### src/rtl/lsu_pkg.sv
// lsu_pkg: shared definitions for the load/store unit.
//   - RV32I load/store funct3 encodings
//   - FSM state encoding
//   - lsu_access_error(): decides at accept time whether a request faults
package lsu_pkg;

   localparam logic [2:0] F3_B  = 3'b000;
   localparam logic [2:0] F3_H  = 3'b001;
   localparam logic [2:0] F3_W  = 3'b010;
   localparam logic [2:0] F3_BU = 3'b100;
   localparam logic [2:0] F3_HU = 3'b101;

   typedef enum logic [2:0] {
      IDLE     = 3'd0,
      RD_ISSUE = 3'd1,
      RD_DATA  = 3'd2,
      WR       = 3'd3,
      RESP     = 3'd4
   } lsu_state_e;

   // A request faults on misalignment, an encoding with no RV32I meaning,
   // an unsigned store (no such instruction) or a word index past the memory.
   function automatic logic lsu_access_error(input logic        write,
                                             input logic [2:0]  funct3,
                                             input logic [31:0] addr,
                                             input int unsigned mem_words);
      logic err;
      err = 1'b0;
      case (funct3)
         F3_B:    err = 1'b0;
         F3_BU:   err = write;
         F3_H:    err = addr[0];
         F3_HU:   err = write | addr[0];
         F3_W:    err = |addr[1:0];
         default: err = 1'b1;
      endcase
      if ({2'b00, addr[31:2]} >= 32'(mem_words)) err = 1'b1;
      return err;
   endfunction

endpackage

### src/rtl/load_store_unit_align.sv
// lsu_align: combinational byte/half steering for the load/store unit.
//   word        in  32  word read from memory
//   offset      in  2   byte offset within the word (addr[1:0])
//   funct3      in  3   access size / signedness
//   wdata       in  32  store data (low byte/half used for SB/SH)
//   load_data   out 32  selected lane, sign- or zero-extended
//   merged_word out 32  word with the store lane replaced (SB/SH), else wdata
module lsu_align
   import lsu_pkg::*;
(
   input  logic [31:0] word,
   input  logic [1:0]  offset,
   input  logic [2:0]  funct3,
   input  logic [31:0] wdata,
   output logic [31:0] load_data,
   output logic [31:0] merged_word
);

   logic [7:0]  byte_sel;
   logic [15:0] half_sel;
   logic [4:0]  bit_base;

   assign bit_base = {offset, 3'b000};

   always_comb begin
      byte_sel = word[bit_base +: 8];
      half_sel = offset[1] ? word[31:16] : word[15:0];

      case (funct3)
         F3_B:    load_data = {{24{byte_sel[7]}}, byte_sel};
         F3_BU:   load_data = {24'd0, byte_sel};
         F3_H:    load_data = {{16{half_sel[15]}}, half_sel};
         F3_HU:   load_data = {16'd0, half_sel};
         default: load_data = word;
      endcase
   end

   // Memory has no byte enables, so sub-word stores rebuild the full word.
   always_comb begin
      merged_word = word;
      if (funct3 == F3_B) begin
         merged_word[bit_base +: 8] = wdata[7:0];
      end else if (funct3 == F3_H) begin
         if (offset[1]) merged_word[31:16] = wdata[15:0];
         else           merged_word[15:0]  = wdata[15:0];
      end else begin
         merged_word = wdata;
      end
   end

endmodule

### src/rtl/load_store_unit.sv
// load_store_unit: RV32I load/store front end for a word-addressed memory
// with a registered read port and a single word write-enable.
//   clk, reset           clock; synchronous active-high reset
//   req_valid/req_ready  request handshake (ready only when idle)
//   req_write            1 = store, 0 = load
//   req_funct3           RV32I size/sign encoding
//   req_addr, req_wdata  byte address and store data
//   resp_valid           one-cycle completion pulse
//   resp_rdata           extended load data (0 for stores/errors)
//   resp_error           fault flag, qualified by resp_valid
//   mem_address          word-aligned byte address to memory
//   mem_write_data       full word to write
//   mem_write_enable     write strobe, high for the WR cycle only
//   mem_read_data        word addressed on the previous edge
module load_store_unit
   import lsu_pkg::*;
#(
   parameter int unsigned MEM_WORDS = 64
) (
   input  logic        clk,
   input  logic        reset,
   input  logic        req_valid,
   output logic        req_ready,
   input  logic        req_write,
   input  logic [2:0]  req_funct3,
   input  logic [31:0] req_addr,
   input  logic [31:0] req_wdata,
   output logic        resp_valid,
   output logic [31:0] resp_rdata,
   output logic        resp_error,
   output logic [31:0] mem_address,
   output logic [31:0] mem_write_data,
   output logic        mem_write_enable,
   input  logic [31:0] mem_read_data
);

   lsu_state_e  state_q, state_d;
   logic        write_q, write_d;
   logic [2:0]  funct3_q, funct3_d;
   logic [1:0]  offset_q, offset_d;
   logic [31:0] wdata_q, wdata_d;
   logic        resp_valid_q, resp_valid_d;
   logic        resp_error_q, resp_error_d;
   logic [31:0] resp_rdata_q, resp_rdata_d;
   logic [31:0] mem_addr_q, mem_addr_d;
   logic [31:0] mem_wdata_q, mem_wdata_d;
   logic        mem_we_q, mem_we_d;

   logic [31:0] load_data;
   logic [31:0] merged_word;
   logic        acc_err;

   lsu_align u_align (
      .word        (mem_read_data),
      .offset      (offset_q),
      .funct3      (funct3_q),
      .wdata       (wdata_q),
      .load_data   (load_data),
      .merged_word (merged_word)
   );

   assign acc_err = lsu_access_error(req_write, req_funct3, req_addr, MEM_WORDS);

   always_comb begin
      state_d      = state_q;
      write_d      = write_q;
      funct3_d     = funct3_q;
      offset_d     = offset_q;
      wdata_d      = wdata_q;
      mem_addr_d   = mem_addr_q;
      mem_wdata_d  = mem_wdata_q;
      // Strobes and response fields default low so each is a single-cycle
      // pulse set only on the transition into the cycle that presents it.
      mem_we_d     = 1'b0;
      resp_valid_d = 1'b0;
      resp_error_d = 1'b0;
      resp_rdata_d = 32'd0;

      case (state_q)
         IDLE: begin
            if (req_valid) begin
               write_d    = req_write;
               funct3_d   = req_funct3;
               offset_d   = req_addr[1:0];
               wdata_d    = req_wdata;
               mem_addr_d = {req_addr[31:2], 2'b00};
               if (acc_err) begin
                  state_d      = RESP;
                  resp_valid_d = 1'b1;
                  resp_error_d = 1'b1;
               end else if (req_write && req_funct3 == F3_W) begin
                  // Full-word store needs no read: write straight away.
                  state_d     = WR;
                  mem_we_d    = 1'b1;
                  mem_wdata_d = req_wdata;
               end else begin
                  state_d = RD_ISSUE;
               end
            end
         end

         // Memory captures mem_address on the edge ending this cycle.
         RD_ISSUE: state_d = RD_DATA;

         RD_DATA: begin
            if (write_q) begin
               state_d     = WR;
               mem_we_d    = 1'b1;
               mem_wdata_d = merged_word;
            end else begin
               state_d      = RESP;
               resp_valid_d = 1'b1;
               resp_rdata_d = load_data;
            end
         end

         WR: begin
            state_d      = RESP;
            resp_valid_d = 1'b1;
         end

         RESP:    state_d = IDLE;
         default: state_d = IDLE;
      endcase
   end

   always_ff @(posedge clk) begin
      if (reset) begin
         state_q      <= IDLE;
         write_q      <= 1'b0;
         funct3_q     <= 3'd0;
         offset_q     <= 2'd0;
         wdata_q      <= 32'd0;
         resp_valid_q <= 1'b0;
         resp_error_q <= 1'b0;
         resp_rdata_q <= 32'd0;
         mem_addr_q   <= 32'd0;
         mem_wdata_q  <= 32'd0;
         mem_we_q     <= 1'b0;
      end else begin
         state_q      <= state_d;
         write_q      <= write_d;
         funct3_q     <= funct3_d;
         offset_q     <= offset_d;
         wdata_q      <= wdata_d;
         resp_valid_q <= resp_valid_d;
         resp_error_q <= resp_error_d;
         resp_rdata_q <= resp_rdata_d;
         mem_addr_q   <= mem_addr_d;
         mem_wdata_q  <= mem_wdata_d;
         mem_we_q     <= mem_we_d;
      end
   end

   assign req_ready        = (state_q == IDLE);
   assign resp_valid       = resp_valid_q;
   assign resp_error       = resp_error_q;
   assign resp_rdata       = resp_rdata_q;
   assign mem_address      = mem_addr_q;
   assign mem_write_data   = mem_wdata_q;
   assign mem_write_enable = mem_we_q;

endmodule
### config.mk
export PLATFORM = sky130hd
export DESIGN_NAME = load_store_unit
export DESIGN_NICKNAME = d
export VERILOG_FILES = /design/src/rtl/lsu_pkg.sv /design/src/rtl/load_store_unit_align.sv /design/src/rtl/load_store_unit.sv
export SDC_FILE = /design/constraint.sdc
export NUM_CORES = 1
export LEC_CHECK = 0
export ABC_AREA = 1
export CELL_PAD_IN_SITES_DETAIL_PLACEMENT = 1
export CELL_PAD_IN_SITES_GLOBAL_PLACEMENT = 1
export CORE_ASPECT_RATIO = 1.75
export CORE_MARGIN = 1.5
export CORE_UTILIZATION = 33
export CTS_CLUSTER_SIZE = 14
export DETAILED_ROUTE_END_ITERATION = 16
export GPL_TIMING_DRIVEN = 0
export PLACE_DENSITY = 0.88
export SLEW_MARGIN = 5
export SYNTH_ARGS = -nofsm -noshare
export SYNTH_HDL_FRONTEND = slang
export SYNTH_SLANG_ARGS = --single-unit
### constraint.sdc
create_clock -name clk -period 2.08 [get_ports clk]
set_input_delay 0.416 -clock clk [delete_from_list [all_inputs] [get_ports clk]]
set_output_delay 0.416 -clock clk [all_outputs]
set_load 0.005 [all_outputs]
Yosys cells after proc, flatten, opt, wreduce, memory -nomap -nowiden
Index checks and enable logic that the tools add are counted.
- add/subtract/negate cells: 1
- shift-type cells: 3
- bitwise operators: 3
- reduce and logical (&&, ||, !) cells: 10
- equality and inequality tests: 14
- order comparisons: 1
- muxes and demuxes: 28
- operator list (kind ; count):
    2-to-1 mux 32 bit ; 6
    case mux 32 bit (4 select lines) ; 1
    case mux 32 bit (2 select lines) ; 1
    2-to-1 mux 16 bit ; 3
    bitwise mux 32 bit ; 1
    variable shift 8 x 7 -> 32 bit (first input constant) ; 1
    indexed part select 32 x 6 -> 8 bit ; 1
    indexed part select 8 x 7 -> 32 bit ; 1
    greater-or-equal comparator 30 x 7 -> 1 bit (second input constant) ; 1
    == test 3 bit (second input constant) ; 4
    case mux 3 bit (4 select lines) ; 1
    == test 3 x 1 -> 1 bit (second input constant) ; 3
    == test 3 x 2 -> 1 bit (second input constant) ; 3
    zero test 3 bit ; 3
    2-to-1 mux 3 bit ; 3
    2-to-1 mux 1 bit ; 8
    negator 5 -> 7 bit ; 1
    != test 2 bit (second input constant) ; 3
    case mux 1 bit (5 select lines) ; 1
    AND reduction 5 bit ; 1
    OR reduction 2 bit ; 2
    case mux 1 bit (3 select lines) ; 1
    OR reduction 3 bit ; 1
    2-to-1 mux 2 bit ; 1
    other kinds (7) ; 8
- input bits: 103
- word-level logic and storage cells: 71
- flip-flop bits (word level): 138
- output and inout port bits: 100

Longest topological paths before layout
- word-level depth: 6
- depth in mapped cells: 13
- depth with buffers taken out: 12

Modules after synthesis
A second synthesis with hierarchy kept.
- cell total of the unflattened synthesis: 1322
- area, all modules: 8137.8 sq um
- modules (own cells, without submodules) (module ; times used ; area an instance (sq um) ; cells an instance):
    load_store_unit ; 1 ; 5534.1 ; 706
    lsu_align ; 1 ; 2603.7 ; 616

Worst setup path after synthesis
No wires, ideal clock.
- kind: reg-to-reg
- start point: reg offset_q[1]
- end point: reg mem_wdata_q[15], in the netlist mem_write_data[15]
- arrival: 1643 ps
- path buffers: 2
- slack: 373 ps
- stages on the path, launching flop included: 12
- period minus slack after synthesis: 1707 ps
- cells stage by stage: dfxtp_1 > inv_2 > ha_1 > clkbuf_1 > buf_2 > nor2_1 > nand2_1 > o21ai_0 > nand3_1 > nand2_1 > nor2_1 > nor2_1
- longest elaborated chain between the ends: 6
- RTL lines (item ; RTL line ; source):
    start, declared ; load_store_unit.sv:40 ; logic [1:0] offset_q, offset_d;
    start signal, assigned ; load_store_unit.sv:144 ; offset_q <= offset_d;
    negator 5 -> 7 bit ; load_store_unit_align.sv:42 ; merged_word[bit_base +: 8] = wdata[7:0];
    indexed part select 8 x 7 -> 32 bit or variable shift 8 x 7 -> 32 bit (tied branches) ; load_store_unit_align.sv:42 ;
    bitwise mux 32 bit ; load_store_unit_align.sv:42 ;
    2-to-1 mux 32 bit (*) ; load_store_unit_align.sv:41 ; if (funct3 == F3_B) begin
    2-to-1 mux 32 bit (*) ; load_store_unit.sv:106 ; if (write_q) begin
    case mux 32 bit (2 select lines) (*) ; load_store_unit.sv:79 ; case (state_q)
    end signal, assigned ; load_store_unit.sv:150 ; mem_wdata_q <= mem_wdata_d;
    end, declared ; load_store_unit.sv:46 ; logic [31:0] mem_wdata_q, mem_wdata_d;
Every way passes the cells marked *; elsewhere a longest branch is shown, timed or not. The select of a mux whose other input is x is not followed.
A chain may end at the register's enable or synchronous reset.

Worst setup path in the final report
- start point: reg funct3_q[1]
- end point: reg mem_wdata_q[24], in the netlist mem_write_data[24]
- longest elaborated chain between the ends: 5
- RTL lines (item ; RTL line ; source):
    start, declared ; load_store_unit.sv:39 ; logic [2:0] funct3_q, funct3_d;
    start signal, assigned ; load_store_unit.sv:143 ; funct3_q <= funct3_d;
    == test 3 x 1 -> 1 bit ; load_store_unit_align.sv:43 ; end else if (funct3 == F3_H) begin
    2-to-1 mux 32 bit ; load_store_unit_align.sv:43 ;
    2-to-1 mux 32 bit (*) ; load_store_unit_align.sv:41 ;
    2-to-1 mux 32 bit (*) ; load_store_unit.sv:106 ;
    case mux 32 bit (2 select lines) (*) ; load_store_unit.sv:79 ;
Marked as above.

==> impl_metrics.json <==
{
  "relSlewSlack_pct": 43.78,
  "yosys_warnings": 0,
  "route.vias.total": 8658,
  "layout_common_cells": "378 x nand2_1, 197 x clkdlybuf4s50_1, 136 x dfxtp_1",
  "routed_wl_mm": 32.18,
  "min_period_ps": 1989,
  "rsz0062_at_grt": "true",
  "grt_pass1_wl_mm": 49.60,
  "clkTransAtPathRegs_ps": 70,
  "ys_seq_area_share_pct": 37.47,
  "ys_types": 28,
  "drt_iter0_drc": 365,
  "endpoint_kind": "flop",
  "synth.ff_latch_count": 138,
  "post-dp-hpwl_mm": 25.97,
  "required_ps": 2420,
  "setup_violations": 0,
  "fmax_mhz": 502.8,
  "grt_pass1_vias": 9293,
  "firstDrtPassIters": 5,
  "die_w_microns": 116.0,
  "outcome": "finished, final reports clean",
  "cts_tree": "built",
  "synth_enable_flop_cells": 0,
  "die_h_microns": 200.7,
  "nets": 1520,
  "worst-setup-path-type": "reg2reg",
  "start_util_pct": 33.54,
  "cts_made_buffers": 17,
  "postCtsHoldBufs": 0,
  "reg2regPathDepth": 11,
  "pwr_density_cell_nw_per_um2": 738.7,
  "drive_above_1_share_pct": 7.228,
  "cp-endpoint": "mem_write_data[24]",
  "mostFrequentLayoutCell": "nand2_1",
  "htree_levels": 4,
  "path_max_fanout": 10,
  "dpl_cell_area_sq_um": 9728,
  "clk_latency_ps": 440,
  "syn_area_sq_um": 7372,
  "cts_root_buffer": "clkbuf_16",
  "crit_path_start": "funct3_q[1]",
  "worst_pin_slew_ps": 834.5,
  "avgViaCountPerCell": 5.028,
  "fin_crit_sh_pct": 95.61,
  "overflow": 0,
  "numPortBuffers": 198,
  "core_area_sq_um": 21980,
  "p_leak_nw": 4.525,
  "critPathLaunchType": "flop",
  "wl_per_cell_microns": 18.69,
  "dieArea_sq_um": 23280,
  "worst_ep_arrival_time_ps": 2330,
  "fin_skew_ps": 11.04,
  "clk_path_buf_depth": 2,
  "setup_tns_ps": 0,
  "fin_area_sq_um": 10460,
  "peakVddDrop_uv": 597.9,
  "slew_violations": 0,
  "area_delta_synth_final_pct": 41.92,
  "io_pins": 203,
  "synth_cells": 1194,
  "grt_use_total_pct": 28.20,
  "synth.avg_cell_area_sq_um": 6.174,
  "timing.rr.start": "funct3_q[1]",
  "antenna_found_initial": 1,
  "synth_flop_cell": "dfxtp_1",
  "r2r_slack_ps": 90,
  "hp-start": "req_valid",
  "cts.sinks": 138,
  "gp_congestion": 0.9486,
  "hold_viol": 0,
  "hold_class": "in2reg",
  "reg2reg_to": "mem_write_data[24]",
  "ant_nets": 0,
  "async_flop_share_pct": 0,
  "grt_max_degree": 17,
  "drv_cap": 0,
  "drc_errors": 0,
  "floorplan.rows": 72
}
[what timing repair did]
action,CTS,global route
endpoints found under the setup margin,62,59
pin swaps,1,1
resized for setup,18,29
buffers inserted,2,1
[sequential cells by signal, summed over array words and instances, names as in the netlist]
| register | cells |
|---|---|
| mem_write_enable | 1 |
| resp_error | 1 |
| wdata_q | 32 |
| resp_valid | 1 |
| resp_rdata | 32 |
| mem_write_data | 32 |
| funct3_q | 3 |
| state_q | 3 |
| mem_address | 30 |
| write_q | 1 |
| offset_q | 2 |
[worst max-delay path, stage by stage, from the launching register on]
cell and delay [ps]:
dfxtp_1 290, buf_2 170, inv_2 90, buf_6 140
nand3_2 160, inv_2 120, buf_4 200, o21ai_0 120
o211ai_1 220, nand2_1 170, nor2_1 140, nor2_1 60
[layer usage]
metal	vias up	routed length, microns	track usage [%]
li1	4230	-	-
met1	4063	11250	26.71
met2	261	17120	52.10
met3	104	1352	5.344
met4	0	2455	20.56
met5	-	0	0
[power by group]
group | switching (mW) | total (mW) | internal [mW] | leakage (nW)
Combinational | 0.973 | 1.61 | 0.637 | 3.10
Sequential | 0.0769 | 2.84 | 2.76 | 1.13
Clock | 1.33 | 3.28 | 1.95 | 0.302
[logic make-up (layout without fill, tap and decap cells)]
group / count (synthesis) / after routing / synth area share (%)
and+or+nand+nor: 643 / 643 / 35.30
other: 1 / 3 / 0.05087
buffers and inverters: 189 / 419 / 10.56
AOI/OAI and AO/OA: 218 / 218 / 15.77
DFF: 138 / 138 / 37.47
adders and majority gates: 5 / 5 / 0.8486
[stage by stage]
step | worst slack (ps) | util (%) | total power [mW] | instances | hold slack (ps)
2_1_floorplan | 372.9 | - | 3.721 | 1195 | 429.7
3_3_place_gp | -288.6 | 44.26 | 4.402 | 1689 | 439.3
3_5_place_dp | -356.2 | 44.26 | 4.442 | 1689 | 448.3
4_1_cts | 13.93 | 47.35 | 7.742 | 1721 | 391.1
5_1_grt | -18.65 | 47.60 | 8.033 | 1722 | 406.6
6_report | 91.33 | 47.60 | 7.729 | 1722 | 389.2
[cell usage after synthesis (2+ instances only)]
library cell	n	share of area, %
o21ai_0	77	5.2
buf_2	19	1.3
inv_2	4	0.20
nand2_2	3	0.25
nand3_2	2	0.27
ha_1	5	0.85
clkbuf_1	46	2.3
o211ai_1	13	1.3
inv_1	106	5.4
nor3_1	2	0.14
buf_1	7	0.36
a21oi_1	110	7.5
or2_2	4	0.34
nand3_1	110	7.5
nor2_2	2	0.17
buf_4	2	0.20
o21a_1	2	0.20
buf_6	5	0.76
nand2_1	382	19
dfxtp_1	138	37
o221ai_1	7	0.83
o21ai_1	8	0.54
or2_1	2	0.17
nor2_1	134	6.8
[worst min-delay path by stage]
stage	slack [ps]	cells after the start	endpoint
floorplan	430	2	wdata_q[17]
global placement	440	2	wdata_q[22]
detailed placement	450	2	wdata_q[26]
CTS	390	3	resp_error
global route	410	3	resp_error
finish	390	3	resp_error
[layout make-up]
class	count	area (sq um)
Antenna cell	1	2.502
Sequential cell	138	2768
Tap cell	296	370.4
Multi-Input combinational cell	868	3899
Fill cell	2964	11520
Clock inverter	14	185.2
Timing Repair Buffer	201	2003
Buffer	76	380.4
Clock buffer	18	439.2
Inverter	110	415.4
Power figures use the tool's default switching activity.
